===== src/rtl/wave_if.sv =====
// Handshake bundle between wave_ctrl (master) and its environment: game FSM + enemies (slave).
// Output widths follow the respawn/move tables and level count the interface is built for.
interface wave_if #(
  parameter int N_ENEMY      = 8,
  parameter int N_LEVELS     = 8,
  parameter int BASE_RESPAWN = 9_999_999,
  parameter int BASE_MOVE    = 2_499_999
);
  localparam int RW = $clog2(BASE_RESPAWN + 1);
  localparam int MW = $clog2(BASE_MOVE + 1);
  localparam int LW = (N_LEVELS > 1) ? $clog2(N_LEVELS) : 1;

  logic               start;
  logic               gameover;
  logic               killed;
  logic [N_ENEMY-1:0] enemy_alive;
  logic               spawn_en;
  logic [RW-1:0]      respawn_ticks;
  logic [MW-1:0]      move_ticks;
  logic [LW-1:0]      level;
  logic               wave_start;
  logic               wave_clear;

  modport master (
    input  start, gameover, killed, enemy_alive,
    output spawn_en, respawn_ticks, move_ticks, level, wave_start, wave_clear
  );

  modport slave (
    output start, gameover, killed, enemy_alive,
    input  spawn_en, respawn_ticks, move_ticks, level, wave_start, wave_clear
  );
endinterface


===== src/rtl/wave_ctrl.sv =====
// Wave scheduler: intro pause -> active spawning -> drain until board clear -> next level.
// Optional active-phase timeout enabled by defining WAVE_TIMEOUT_EN.
module wave_ctrl #(
  parameter int N_ENEMY        = 8,
  parameter int KILLS_PER_WAVE = 10,
  parameter int N_LEVELS       = 8,
  parameter int BASE_RESPAWN   = 9_999_999,
  parameter int RESPAWN_STEP   = 1_000_000,
  parameter int BASE_MOVE      = 2_499_999,
  parameter int MOVE_STEP      = 250_000,
  parameter int INTRO_TICKS    = 49_999_999
`ifdef WAVE_TIMEOUT_EN
  ,
  parameter int TIMEOUT_TICKS  = 499_999_999
`endif
) (
  input  logic   clk,
  input  logic   reset,
  wave_if.master bus
);
  localparam int RW  = $clog2(BASE_RESPAWN + 1);
  localparam int MW  = $clog2(BASE_MOVE + 1);
  localparam int LW  = (N_LEVELS > 1) ? $clog2(N_LEVELS) : 1;
  localparam int ICW = (INTRO_TICKS > 1) ? $clog2(INTRO_TICKS) : 1;
  localparam int KCW = $clog2(KILLS_PER_WAVE + 1);

  localparam logic [1:0] S_IDLE   = 2'd0;
  localparam logic [1:0] S_INTRO  = 2'd1;
  localparam logic [1:0] S_ACTIVE = 2'd2;
  localparam logic [1:0] S_DRAIN  = 2'd3;

  logic [1:0]     state;
  logic [LW-1:0]  level_r;
  logic [KCW-1:0] kill_cnt;
  logic [ICW-1:0] intro_cnt;
  logic [RW-1:0]  respawn_r;
  logic [MW-1:0]  move_r;
  logic           wave_start_r;
  logic           wave_clear_r;
`ifdef WAVE_TIMEOUT_EN
  logic [31:0]    to_cnt;
`endif

  always_ff @(posedge clk or posedge reset) begin
    if (reset) begin
      state        <= S_IDLE;
      level_r      <= '0;
      kill_cnt     <= '0;
      intro_cnt    <= '0;
      respawn_r    <= RW'(BASE_RESPAWN);
      move_r       <= MW'(BASE_MOVE);
      wave_start_r <= 1'b0;
      wave_clear_r <= 1'b0;
`ifdef WAVE_TIMEOUT_EN
      to_cnt       <= '0;
`endif
    end else begin
      wave_start_r <= 1'b0;
      wave_clear_r <= 1'b0;
      // Tables follow the registered level, so they lag a level change by one cycle.
      respawn_r    <= RW'(BASE_RESPAWN - int'(level_r) * RESPAWN_STEP);
      move_r       <= MW'(BASE_MOVE - int'(level_r) * MOVE_STEP);

      if (bus.gameover) begin
        state     <= S_IDLE;
        level_r   <= '0;
        kill_cnt  <= '0;
        intro_cnt <= '0;
`ifdef WAVE_TIMEOUT_EN
        to_cnt    <= '0;
`endif
      end else begin
        case (state)
          S_IDLE: begin
            if (bus.start) begin
              state     <= S_INTRO;
              intro_cnt <= '0;
            end
          end
          S_INTRO: begin
            if (intro_cnt == ICW'(INTRO_TICKS - 1)) begin
              state        <= S_ACTIVE;
              intro_cnt    <= '0;
              wave_start_r <= 1'b1;
`ifdef WAVE_TIMEOUT_EN
              to_cnt       <= '0;
`endif
            end else begin
              intro_cnt <= intro_cnt + 1'b1;
            end
          end
          S_ACTIVE: begin
            if (bus.killed) begin
              if (kill_cnt == KCW'(KILLS_PER_WAVE - 1)) begin
                kill_cnt <= KCW'(KILLS_PER_WAVE);
                state    <= S_DRAIN;
              end else begin
                kill_cnt <= kill_cnt + 1'b1;
              end
            end
`ifdef WAVE_TIMEOUT_EN
            // Quota and timeout on the same edge both land in S_DRAIN.
            to_cnt <= to_cnt + 32'd1;
            if (to_cnt == 32'(TIMEOUT_TICKS - 1)) begin
              state <= S_DRAIN;
            end
`endif
          end
          S_DRAIN: begin
            if (bus.enemy_alive == {N_ENEMY{1'b0}}) begin
              state        <= S_INTRO;
              kill_cnt     <= '0;
              intro_cnt    <= '0;
              wave_clear_r <= 1'b1;
              if (level_r != LW'(N_LEVELS - 1)) begin
                level_r <= level_r + 1'b1;
              end
            end
          end
          default: state <= S_IDLE;
        endcase
      end
    end
  end

  assign bus.spawn_en      = (state == S_ACTIVE);
  assign bus.respawn_ticks = respawn_r;
  assign bus.move_ticks    = move_r;
  assign bus.level         = level_r;
  assign bus.wave_start    = wave_start_r;
  assign bus.wave_clear    = wave_clear_r;

endmodule

===== src/flat_wrapper.sv =====
// flat-port wrapper written by rule: the top's interface ports become plain ports
module wave_ctrl_flat 
#(
  parameter int N_ENEMY        = 8,
  parameter int KILLS_PER_WAVE = 10,
  parameter int N_LEVELS       = 8,
  parameter int BASE_RESPAWN   = 9_999_999,
  parameter int RESPAWN_STEP   = 1_000_000,
  parameter int BASE_MOVE      = 2_499_999,
  parameter int MOVE_STEP      = 250_000,
  parameter int INTRO_TICKS    = 49_999_999

)
  (clk, reset, bus_start, bus_gameover, bus_killed, bus_enemy_alive, bus_spawn_en, bus_respawn_ticks, bus_move_ticks, bus_level, bus_wave_start, bus_wave_clear);
  wave_if #(.N_ENEMY(N_ENEMY), .N_LEVELS(N_LEVELS), .BASE_RESPAWN(BASE_RESPAWN), .BASE_MOVE(BASE_MOVE)) bus_i ();
  input  logic clk;
  input  logic reset;
  input wire logic [$bits(bus_i.start)-1:0] bus_start;
  input wire logic [$bits(bus_i.gameover)-1:0] bus_gameover;
  input wire logic [$bits(bus_i.killed)-1:0] bus_killed;
  input wire logic [$bits(bus_i.enemy_alive)-1:0] bus_enemy_alive;
  output wire logic [$bits(bus_i.spawn_en)-1:0] bus_spawn_en;
  output wire logic [$bits(bus_i.respawn_ticks)-1:0] bus_respawn_ticks;
  output wire logic [$bits(bus_i.move_ticks)-1:0] bus_move_ticks;
  output wire logic [$bits(bus_i.level)-1:0] bus_level;
  output wire logic [$bits(bus_i.wave_start)-1:0] bus_wave_start;
  output wire logic [$bits(bus_i.wave_clear)-1:0] bus_wave_clear;
  assign bus_i.start = bus_start;
  assign bus_i.gameover = bus_gameover;
  assign bus_i.killed = bus_killed;
  assign bus_i.enemy_alive = bus_enemy_alive;
  assign bus_spawn_en = bus_i.spawn_en;
  assign bus_respawn_ticks = bus_i.respawn_ticks;
  assign bus_move_ticks = bus_i.move_ticks;
  assign bus_level = bus_i.level;
  assign bus_wave_start = bus_i.wave_start;
  assign bus_wave_clear = bus_i.wave_clear;
  wave_ctrl #(.N_ENEMY(N_ENEMY), .KILLS_PER_WAVE(KILLS_PER_WAVE), .N_LEVELS(N_LEVELS), .BASE_RESPAWN(BASE_RESPAWN), .RESPAWN_STEP(RESPAWN_STEP), .BASE_MOVE(BASE_MOVE), .MOVE_STEP(MOVE_STEP), .INTRO_TICKS(INTRO_TICKS)) u_core (.clk(clk), .reset(reset), .bus(bus_i));
endmodule

===== config.mk =====
export PLATFORM = sky130hd
export DESIGN_NAME = wave_ctrl_flat
export DESIGN_NICKNAME = d
export VERILOG_FILES = /design/src/rtl/wave_if.sv /design/src/rtl/wave_ctrl.sv /design/src/flat_wrapper.sv
export SDC_FILE = /design/constraint.sdc
export NUM_CORES = 1
export LEC_CHECK = 0
export ABC_AREA = 1
export CORE_MARGIN = 2
export CORE_UTILIZATION = 55
export CTS_BUF_LIST = sky130_fd_sc_hd__clkbuf_2 sky130_fd_sc_hd__clkbuf_4 sky130_fd_sc_hd__clkbuf_8
export DETAILED_ROUTE_END_ITERATION = 7
export PLACE_DENSITY = 0.87
export SYNTH_ARGS = -nofsm -noshare
export SYNTH_HDL_FRONTEND = slang
export SYNTH_SLANG_ARGS = --single-unit

===== constraint.sdc =====
create_clock -name clk -period 2.7 [get_ports clk]
set_input_delay 0.81 -clock clk [delete_from_list [all_inputs] [get_ports clk]]
set_output_delay 0.81 -clock clk [all_outputs]
set_load 0.1 [all_outputs]

==> metrics.cfg <==
[cells_and_area]
n_fill_cell=555
diodes=0
design_area_sq_mm=0.00419
final_cell_mix=130 x nand2_1, 84 x nor2_1, 52 x inv_1, 47 x buf_4, 43 x dfrtp_1
finalNetCount=580
postLayoutCoreUtil_pct=64.9
syn2layout_area_growth_pct=12.9
drive_gt1_share_pct=18.4
final_common_cell=nand2_1

[yosys]
yosysSeqAreaShare_pct=36.6
synth_top_area_cell=dfrtp_1
ys_seq_elements=54
avgSynthCellArea_sq_um=7.43
yosys_warnings=0
synth_area_sq_mm=0.00371
synth.area.top_cells=dfrtp_1 31%, nand2_1 13%, nor2_1 8.5%, ha_1 7.1%, buf_4 6.5%
synth.distinct_cells=34
synthDominantCellAreaShare_pct=31.0
netlist_instances=500

[die]
start_util_pct=57.5
die_y_microns=86.2
die_area_sq_mm=0.00743
die-width_microns=86.2
coreArea_sq_mm=0.00646
fp-row-count=29
io_pins=65

[cts]
clk_pin_slew_ns=0.11
cts_buffers=5
cts_tree=built
clkSinkCount=54
cts.path.max_buffers=2
h-tree-depth=2
clock_latency_ns=0.31
postCtsHoldBufs=0
cts-root-buf=clkbuf_8

[timing]
setup_tns_ns=0
setup_viol_count_final=0
finalHoldViolCount=0
rsz0062_at_grt=no
maxClockFrequency_ghz=0.398
period_needed_ns=2.51
period_share_pct=93.0
skew_ns=0.0116
fin_ws_ns=0.188
drv_slew=0

[global_route]
grt_overflow=0
grt_use_total_pct=22.3
grt_max_degree=30
met3_usage_pct=2.95
grt_pass1_vias=3048
top_usage_layer=met2
grt_first_pass_wirelength_microns=13400
antenna_found_initial=0
use_met1_pct=28.6
use_met2_pct=39.8

[detailed_routing]
drc_errors=0
first_pass_iters=5
vias=3192
routed_via_density=5.14
drt_iter0_markers=215
antenna_left=0
avgRoutedWirePerCell_microns=12.9
routed_wl_microns=8040

[worst_setup_path]
cp.depth=9
critical-path-max-stage-delay_ns=0.56
crit_top_cell=nand2_1
critPathMaxFanout=4
start_kind=flip-flop
path_delay_family=adder cells
path_cells=buf_4 > fa_1 > fa_1 > a21oi_1 > o21ai_0 > xnor2_2 > nand2_1 > nand2_1 > nand2_1
critPathBufInv=1
end_kind=flip-flop
critPathRequiredTime_ns=2.92
crit_type=flip-flop to flip-flop
arrival_ns=2.73
r2r.worst_path.cells=9
worst_path_max_delay_cell=fa_1

[place]
dp_slack_ns=0.108
post-dp-hpwl_microns=6210
io_buffer_count=52
routabilityCongestion=0.912
placed_cell_area_sq_mm=0.00407

[power]
pwr_density_cell_mw_per_mm2=505
leakage_nw=2.11
peakVddDrop_mv=0.378

[run]
cap_violations=0

[worst_hold_path]
min_path_type=flip-flop to flip-flop
holdPathStages=1

[outcome]
status=finished clean

==> logic make-up after synthesis <==
family	Yosys count	share of synthesized area (%)
DFF	54	36.6
xor gates and xnor gates	10	2.36
AOI/OAI and AO/OA	27	5.22
other	2	0.202
and+or+nand+nor	288	33.4
adders and majority gates	24	8.69
buffers and inverters	95	13.4
==> metrics by stage <==
stage	hold slack, ns	std cells	total power (W)
after detailed placement	0.519	610	0.00165
final	0.495	621	0.00212
after global routing	0.514	621	0.00224
after CTS	0.547	618	0.00213
after floorplan	0.490	510	0.00152
after global placement	0.513	610	0.00162
==> layout make-up <==
cell class / count / area, sq um / share of cell area, %
clock buffers: 5 / 68.8 / 1.64
inverters: 60 / 225 / 5.37
multi-input cells: 361 / 1900 / 45.3
repair buffers: 61 / 513 / 12.2
clock inverters: 3 / 26.3 / 0.626
flip-flops and latches: 54 / 1370 / 32.5
well taps: 77 / 96.3 / 2.30
==> synthesized netlist by cell type (all sizes together) <==
library cell,n
nand2,134
nor2,92
conb,2
inv,60
nand3b,4
xnor2,2
fa,3
o31ai,1
nor3,12
o21a,2
dfstp,8
a211oi,1
ha,21
a21oi,5
dfrtp,46
buf,35
a22oi,1
o21bai,5
xor2,8
nand4,11
nand3,35
o21ai,12
==> sequential cells by signal (all words and copies together), names as in the netlist <==
register                  flops
u_core.bus.level              3
u_core.kill_cnt               4
u_core.bus.respawn_ticks     17
u_core.bus.wave_clear         1
u_core.intro_cnt             26
u_core.state                  2
u_core.bus.wave_start         1
==> power by group <==
group,switching [W],internal (W)
combinational,0.000521,0.000212
clock,0.000291,0.000192
sequential,0.0000505,0.000853
==> worst register-to-register path, cell delays in order (launching register included) <==
cell	delay (ns)
dfrtp_2	0.45
buf_4	0.15
fa_1	0.56
fa_1	0.48
a21oi_1	0.17
o21ai_0	0.16
xnor2_2	0.27
nand2_1	0.09
nand2_1	0.06
nand2_1	0.04
==> final timing paths <==
check,slack (ns),startpoint,endpoint
setup / recovery,0.19,u_core.bus.level[0],u_core.bus.respawn_ticks[22]
hold / removal,0.50,u_core.bus.level[0],u_core.bus.respawn_ticks[6]
setup reg to reg,0.19,u_core.bus.level[0],u_core.bus.respawn_ticks[22]
hold reg to reg,0.50,u_core.bus.level[0],u_core.bus.respawn_ticks[6]
max in group asynchronous,1.35,reset,u_core.intro_cnt[3]
min in group asynchronous,0.79,reset,u_core.intro_cnt[17]
==> what timing repair did <==
action                                 CTS  global route
setup buffers                            0             3
endpoints found under the hold margin    0             0
resized for setup                        0             1
setup endpoints to repair                0             3
==> per-layer routing <==
metal | part of all wire, % | routed length, microns
met5 | 0 | 0
met4 | 1.3 | 102
met3 | 6.3 | 504
met2 | 49 | 3950
met1 | 43 | 3490
(Power assumes the default switching activity.)
